<file path="src/rtl/dm_fifo_ctrl.sv">
// Pointer/count/flag bookkeeping for the debug-module response queue.
module dm_fifo_ctrl #(
    parameter int unsigned Depth = 2,
    parameter int unsigned PtrW  = $clog2(Depth),
    parameter int unsigned CntW  = $clog2(Depth) + 1
) (
    input  logic            clk_i,
    input  logic            rst_ni,
    input  logic            dmactive_i,
    input  logic            push_i,
    input  logic            ready_i,
    output logic            wr_en_o,
    output logic [PtrW-1:0] wr_ptr_o,
    output logic [PtrW-1:0] rd_ptr_o,
    output logic            full_o,
    output logic            empty_o,
    output logic [CntW-1:0] usage_o,
    output logic            overflow_o
);

    localparam logic [PtrW-1:0] PtrOne  = PtrW'(1);
    localparam logic [CntW-1:0] CntOne  = CntW'(1);
    localparam logic [CntW-1:0] CntFull = CntW'(Depth);

    logic [PtrW-1:0] wr_ptr_q, wr_ptr_d;
    logic [PtrW-1:0] rd_ptr_q, rd_ptr_d;
    logic [CntW-1:0] count_q, count_d;
    logic            overflow_q, overflow_d;
    logic            pop, push_ok;

    always_comb begin
        // A pop only counts when the head is valid, so push+pop on empty is just a push.
        pop        = (count_q != '0) && ready_i;
        push_ok    = push_i && ((count_q != CntFull) || pop);
        wr_ptr_d   = wr_ptr_q;
        rd_ptr_d   = rd_ptr_q;
        count_d    = count_q;
        overflow_d = overflow_q;
        if (!dmactive_i) begin
            wr_ptr_d   = '0;
            rd_ptr_d   = '0;
            count_d    = '0;
            overflow_d = 1'b0;
        end else begin
            if (pop)     rd_ptr_d = rd_ptr_q + PtrOne;
            if (push_ok) wr_ptr_d = wr_ptr_q + PtrOne;
            case ({push_ok, pop})
                2'b10:   count_d = count_q + CntOne;
                2'b01:   count_d = count_q - CntOne;
                default: count_d = count_q;
            endcase
            if (push_i && !push_ok) overflow_d = 1'b1;
        end
    end

    always_ff @(posedge clk_i or negedge rst_ni) begin
        if (!rst_ni) begin
            wr_ptr_q   <= '0;
            rd_ptr_q   <= '0;
            count_q    <= '0;
            overflow_q <= 1'b0;
        end else begin
            wr_ptr_q   <= wr_ptr_d;
            rd_ptr_q   <= rd_ptr_d;
            count_q    <= count_d;
            overflow_q <= overflow_d;
        end
    end

    assign wr_en_o    = push_ok && dmactive_i;
    assign wr_ptr_o   = wr_ptr_q;
    assign rd_ptr_o   = rd_ptr_q;
    assign full_o     = (count_q == CntFull);
    assign empty_o    = (count_q == '0);
    assign usage_o    = count_q;
    assign overflow_o = overflow_q;

endmodule

</file>
<file path="src/rtl/dm_resp_queue.sv">
// In-order response buffer from the DM control unit to the DMI front end.
module dm_resp_queue #(
    parameter int unsigned Depth     = 2,
    parameter int unsigned DataWidth = 32
) (
    input  logic                     clk_i,
    input  logic                     rst_ni,
    input  logic                     dmactive_i,
    input  logic                     push_i,
    input  logic [DataWidth-1:0]     push_data_i,
    input  logic [1:0]               push_resp_i,
    output logic                     full_o,
    output logic                     empty_o,
    output logic [$clog2(Depth):0]   usage_o,
    output logic                     overflow_o,
    output logic                     resp_valid_o,
    input  logic                     resp_ready_i,
    output logic [DataWidth-1:0]     resp_data_o,
    output logic [1:0]               resp_o
);

    localparam int unsigned PtrW = $clog2(Depth);
    localparam int unsigned EntW = DataWidth + 2;

    logic [Depth-1:0][EntW-1:0] mem_q, mem_d;
    logic                       wr_en;
    logic [PtrW-1:0]            wr_ptr, rd_ptr;

    dm_fifo_ctrl #(
        .Depth (Depth)
    ) u_ctrl (
        .clk_i      (clk_i),
        .rst_ni     (rst_ni),
        .dmactive_i (dmactive_i),
        .push_i     (push_i),
        .ready_i    (resp_ready_i),
        .wr_en_o    (wr_en),
        .wr_ptr_o   (wr_ptr),
        .rd_ptr_o   (rd_ptr),
        .full_o     (full_o),
        .empty_o    (empty_o),
        .usage_o    (usage_o),
        .overflow_o (overflow_o)
    );

    always_comb begin
        mem_d = mem_q;
        if (wr_en) mem_d[wr_ptr] = {push_resp_i, push_data_i};
    end

    // Storage is deliberately left out of reset and flush.
    always_ff @(posedge clk_i) begin
        mem_q <= mem_d;
    end

    assign resp_valid_o = !empty_o;
    assign {resp_o, resp_data_o} = mem_q[rd_ptr];

endmodule

</file>
<file path="config.mk">
export PLATFORM = sky130hd
export DESIGN_NAME = dm_resp_queue
export DESIGN_NICKNAME = d
export VERILOG_FILES = /design/src/rtl/dm_fifo_ctrl.sv /design/src/rtl/dm_resp_queue.sv
export SDC_FILE = /design/constraint.sdc
export NUM_CORES = 1
export LEC_CHECK = 0
export ABC_AREA = 0
export CAP_MARGIN = 20
export CORE_MARGIN = 3
export CORE_UTILIZATION = 47
export CTS_CLUSTER_SIZE = 10
export DETAILED_ROUTE_END_ITERATION = 8
export GPL_TIMING_DRIVEN = 0
export MAX_ROUTING_LAYER = met4
export PLACE_DENSITY = 0.9
export SLEW_MARGIN = 20
export SYNTH_ARGS = -nofsm -noshare
export SYNTH_HDL_FRONTEND = slang
export SYNTH_SLANG_ARGS = --single-unit
export TNS_END_PERCENT = 10
</file>
<file path="constraint.sdc">
create_clock -name clk_i -period 3.05 [get_ports clk_i]
set_clock_uncertainty 0.05 [all_clocks]
set_input_delay 0.305 -clock clk_i [delete_from_list [all_inputs] [get_ports clk_i]]
set_output_delay 0.305 -clock clk_i [all_outputs]
set_load 0.02 [all_outputs]
</file>
==> flow_summary.rst <==
.. list-table::
   :header-rows: 1

   * - Metric
     - Value
   * - Average wire per standard cell
     - about 16 um
   * - Commonest register cell after synthesis
     - edfxtp_1
   * - Antenna violations before repair
     - 0
   * - Clock transition at the registers of the reported paths
     - around 70 ps
   * - Leading cell types by total area after synthesis
     - edfxtp_1, mux2_2, dfrtp_1
   * - Total number of vias
     - 1529
   * - Pwr dens
     - around 570 nW/um^2
   * - Largest area contributor in the synthesized netlist
     - edfxtp_1
   * - Maximum number of pins on one net before global-route repair
     - 25
   * - # placed instances
     - 289
   * - Chip Height
     - between 80 and 90 um
   * - Worst-case clock buffer depth
     - 2
   * - Fraction of layout instances using a drive strength above 1
     - about a quarter
   * - Post-CTS Setup Inserts
     - 0
   * - Leakage component of the power
     - approximately 1.3 nW
   * - Final Wtd Congestion
     - 0.6609
   * - Initial core utilization
     - 49.25%
   * - Maximum Capacitance Violations
     - 0
   * - Number of placement rows
     - 27
   * - Worst path arrival time
     - 1960 ps
   * - Clock net sink count
     - 73
   * - Cells along the critical path
     - buf_2 > buf_6 > mux2_2 > clkdlybuf4s50_1
   * - Count of pins over their slew limit
     - 0
   * - Setup slack after layout
     - between 700 and 800 ps
   * - Worst Tran Pin Value
     - ~400 ps
   * - Worst path max stage delay
     - 550 ps
   * - CP startpoint kind
     - flop
   * - List of most frequent post-synthesis cells
     - edfxtp_1, mux2_2, dfrtp_1
   * - Clk_lat worst skew
     - ~330 ps
   * - Cells resized by post-CTS repair
     - 0
   * - H-tree levels
     - 3
   * - Time the worst path needs with I/O delays and setup
     - roughly 2300 ps
   * - Post-synth EDFFs
     - 68
   * - Routed WL
     - 4739 um
   * - Multi-input combinational cell area
     - approximately 540 um^2
   * - Hold_ws
     - between 100 and 150 ps
   * - Total die area
     - around 6800 um^2
   * - Synthesized instance count
     - 137
   * - Final Hold Viols
     - 0
   * - Tightest Hold Check Type
     - input pin to async pin
   * - Antenna diodes
     - 0
   * - Placement Setup Slack
     - 758.9 ps
   * - Post-route insts no fill
     - between 300 and 400
   * - Setup repair after global routing missed its margin
     - no
   * - Clock root buffer
     - clkbuf_8
   * - FF+latch count, synth
     - between 70 and 80
   * - Area delta synth->final
     - 41.98%
   * - Number of different library cells in the post-synthesis netlist
     - 25
   * - Global route total overflow
     - 0
   * - Yosys Warn Count
     - 0
   * - Max_slew headroom
     - 72.99%
   * - Clock tree from TritonCTS
     - built
   * - Final Util
     - ~70%
   * - Via density per instance
     - around 5.0
   * - DP HPWL
     - between 3000 and 4000 um
   * - Boundary pin count
     - 79
   * - Number of remaining DRC errors
     - 0
   * - PnR Total Power
     - around 2.2 mW
   * - Run status
     - finished clean
   * - Number of hold-repair buffers added at the cts stage
     - 0
   * - Dpl cell area
     - between 3000 and 4000 um^2
   * - Maximum operating frequency
     - about 0.43 GHz
   * - Setup TNS
     - 0 ps
   * - Number of fill cells in the layout
     - roughly 380
   * - Cell area after synthesis
     - roughly 2700 um^2
   * - Wire length of the first global-routing pass
     - 7251 um
   * - Fraction of synthesized cell area taken by the top area cell type
     - approximately 74%
   * - Port bufs
     - between 70 and 80
   * - Clock buffers created by TritonCTS
     - 9
   * - Share of the clock period used by the worst path after layout
     - 76.00%
   * - Type of element capturing the critical path
     - output pin
   * - Storage cell area
     - 2167 um^2
   * - Slowest-stage cell, CP
     - clkdlybuf4s50_1
   * - Mapped Nets
     - approximately 180
   * - Maximum net fanout on the critical path
     - 10
   * - Proportion of synthesized flip-flops having asynchronous set or reset
     - under 10%
   * - Portion of the post-synthesis area used by sequential elements
     - around four fifths
   * - Type of the setup path with the least slack
     - flop to output pin
   * - First-iteration detailed-routing DRC count
     - 86
   * - Cell area after layout
     - 3897 um^2
   * - Max rail drop VDD
     - about 0.37 mV
   * - CP required
     - 2690 ps
   * - Number of buffer and inverter instances along the worst setup path
     - 3
   * - Global-route usage over all layers
     - between 10% and 20%
   * - Count of TritonRoute iterations in the first routing pass
     - 4
   * - Horiz. Die Dim
     - just over 80 um
   * - Critical path's top delay family
     - buffers and inverters
   * - Remaining number of nets flagged by the antenna check after routing
     - 0
   * - CORE AREA
     - 5574 um^2
   * - Via count of the first global-routing pass
     - 1596
   * - Average size of a mapped cell
     - roughly 20 um^2
   * - Post-layout nets
     - 267
   * - Most common cell in the netlist
     - edfxtp_1
   * - Number of endpoints failing setup at the final stage
     - 0
[layout make-up]
cell class / instances / share of cell area [%]
plain buffers: 4 / 0.9952
clock buffers: 11 / 3.371
clock inverters: 5 / 2.055
inverters: 4 / 0.3852
multi-input cells: 56 / 13.84
flip-flops and latches: 73 / 55.60
well taps: 72 / 2.311
repair buffers: 80 / 21.44
[worst reg2reg max path: stages (launching register included)]
cell and delay (ps):
dfrtp_1 450, nor3b_1 180, nand3b_1 290, nor2_4 390
buf_16 240
[layout by cell type (no fill, tap or decap), types with 2 or more instances in the layout]
cell type | netlist | layout
mux2_2 | 31 | 31
o211ai_1 | 2 | 2
buf_6 | 3 | 3
dfrtp_1 | 5 | 5
clkbuf_1 | 0 | 2
nor2_4 | 0 | 2
nor2b_2 | 2 | 2
bufinv_16 | 0 | 2
clkinvlp_4 | 0 | 2
o21ai_0 | 2 | 2
edfxtp_1 | 68 | 68
clkbuf_8 | 0 | 9
clkdlybuf4s50_1 | 0 | 78
inv_1 | 4 | 4
buf_16 | 0 | 2
mux2_1 | 3 | 3
[per-layer routing]
layer	wire [um]	share of wire [%]	GRT usage, %
met4	120	2.5	8.306
met1	1835	39	17.27
met5	0	0	-
met2	2376	50	24.60
met3	406	8.6	4.881
[kinds of logic after synthesis]
kind of cell / after synthesis / share of synthesized area [%]
compound gates: 8 / 1.823
xor+xnor: 1 / 0.3191
flops: 73 / 78.94
mux: 34 / 13.95
simple gates: 13 / 3.009
buf+inv: 8 / 1.959
[worst paths after layout]
kind	depth (start not counted)	slack, ps	start	to
setup / recovery	4	730	u_ctrl.rd_ptr_o	resp_data_o[3]
hold / removal	1	150	rst_ni	u_ctrl.usage_o[1]
setup reg to reg	4	1160	u_ctrl.usage_o[1]	mem_q[12]
hold reg to reg	2	480	u_ctrl.overflow_o	u_ctrl.overflow_o
max in group asynchronous	1	2600	rst_ni	u_ctrl.usage_o[0]
min in group clk_i	2	480	u_ctrl.overflow_o	u_ctrl.overflow_o
[sequential cells by signal, indices dropped and copies added, names as in the netlist]
name / cells
u_ctrl.wr_ptr_o: 1
u_ctrl.rd_ptr_o: 1
u_ctrl.overflow_o: 1
u_ctrl.usage_o: 2
mem_q: 68
[report_power, final]
group / leakage, nW / internal [mW] / switching, mW
logic: 0.535 / 0.165 / 0.133
registers: 0.691 / 1.14 / 0.0112
clock network: 0.0995 / 0.460 / 0.329
total: 1.33 / 1.76 / 0.473
Note: power is estimated with default switching activity, not from simulation.
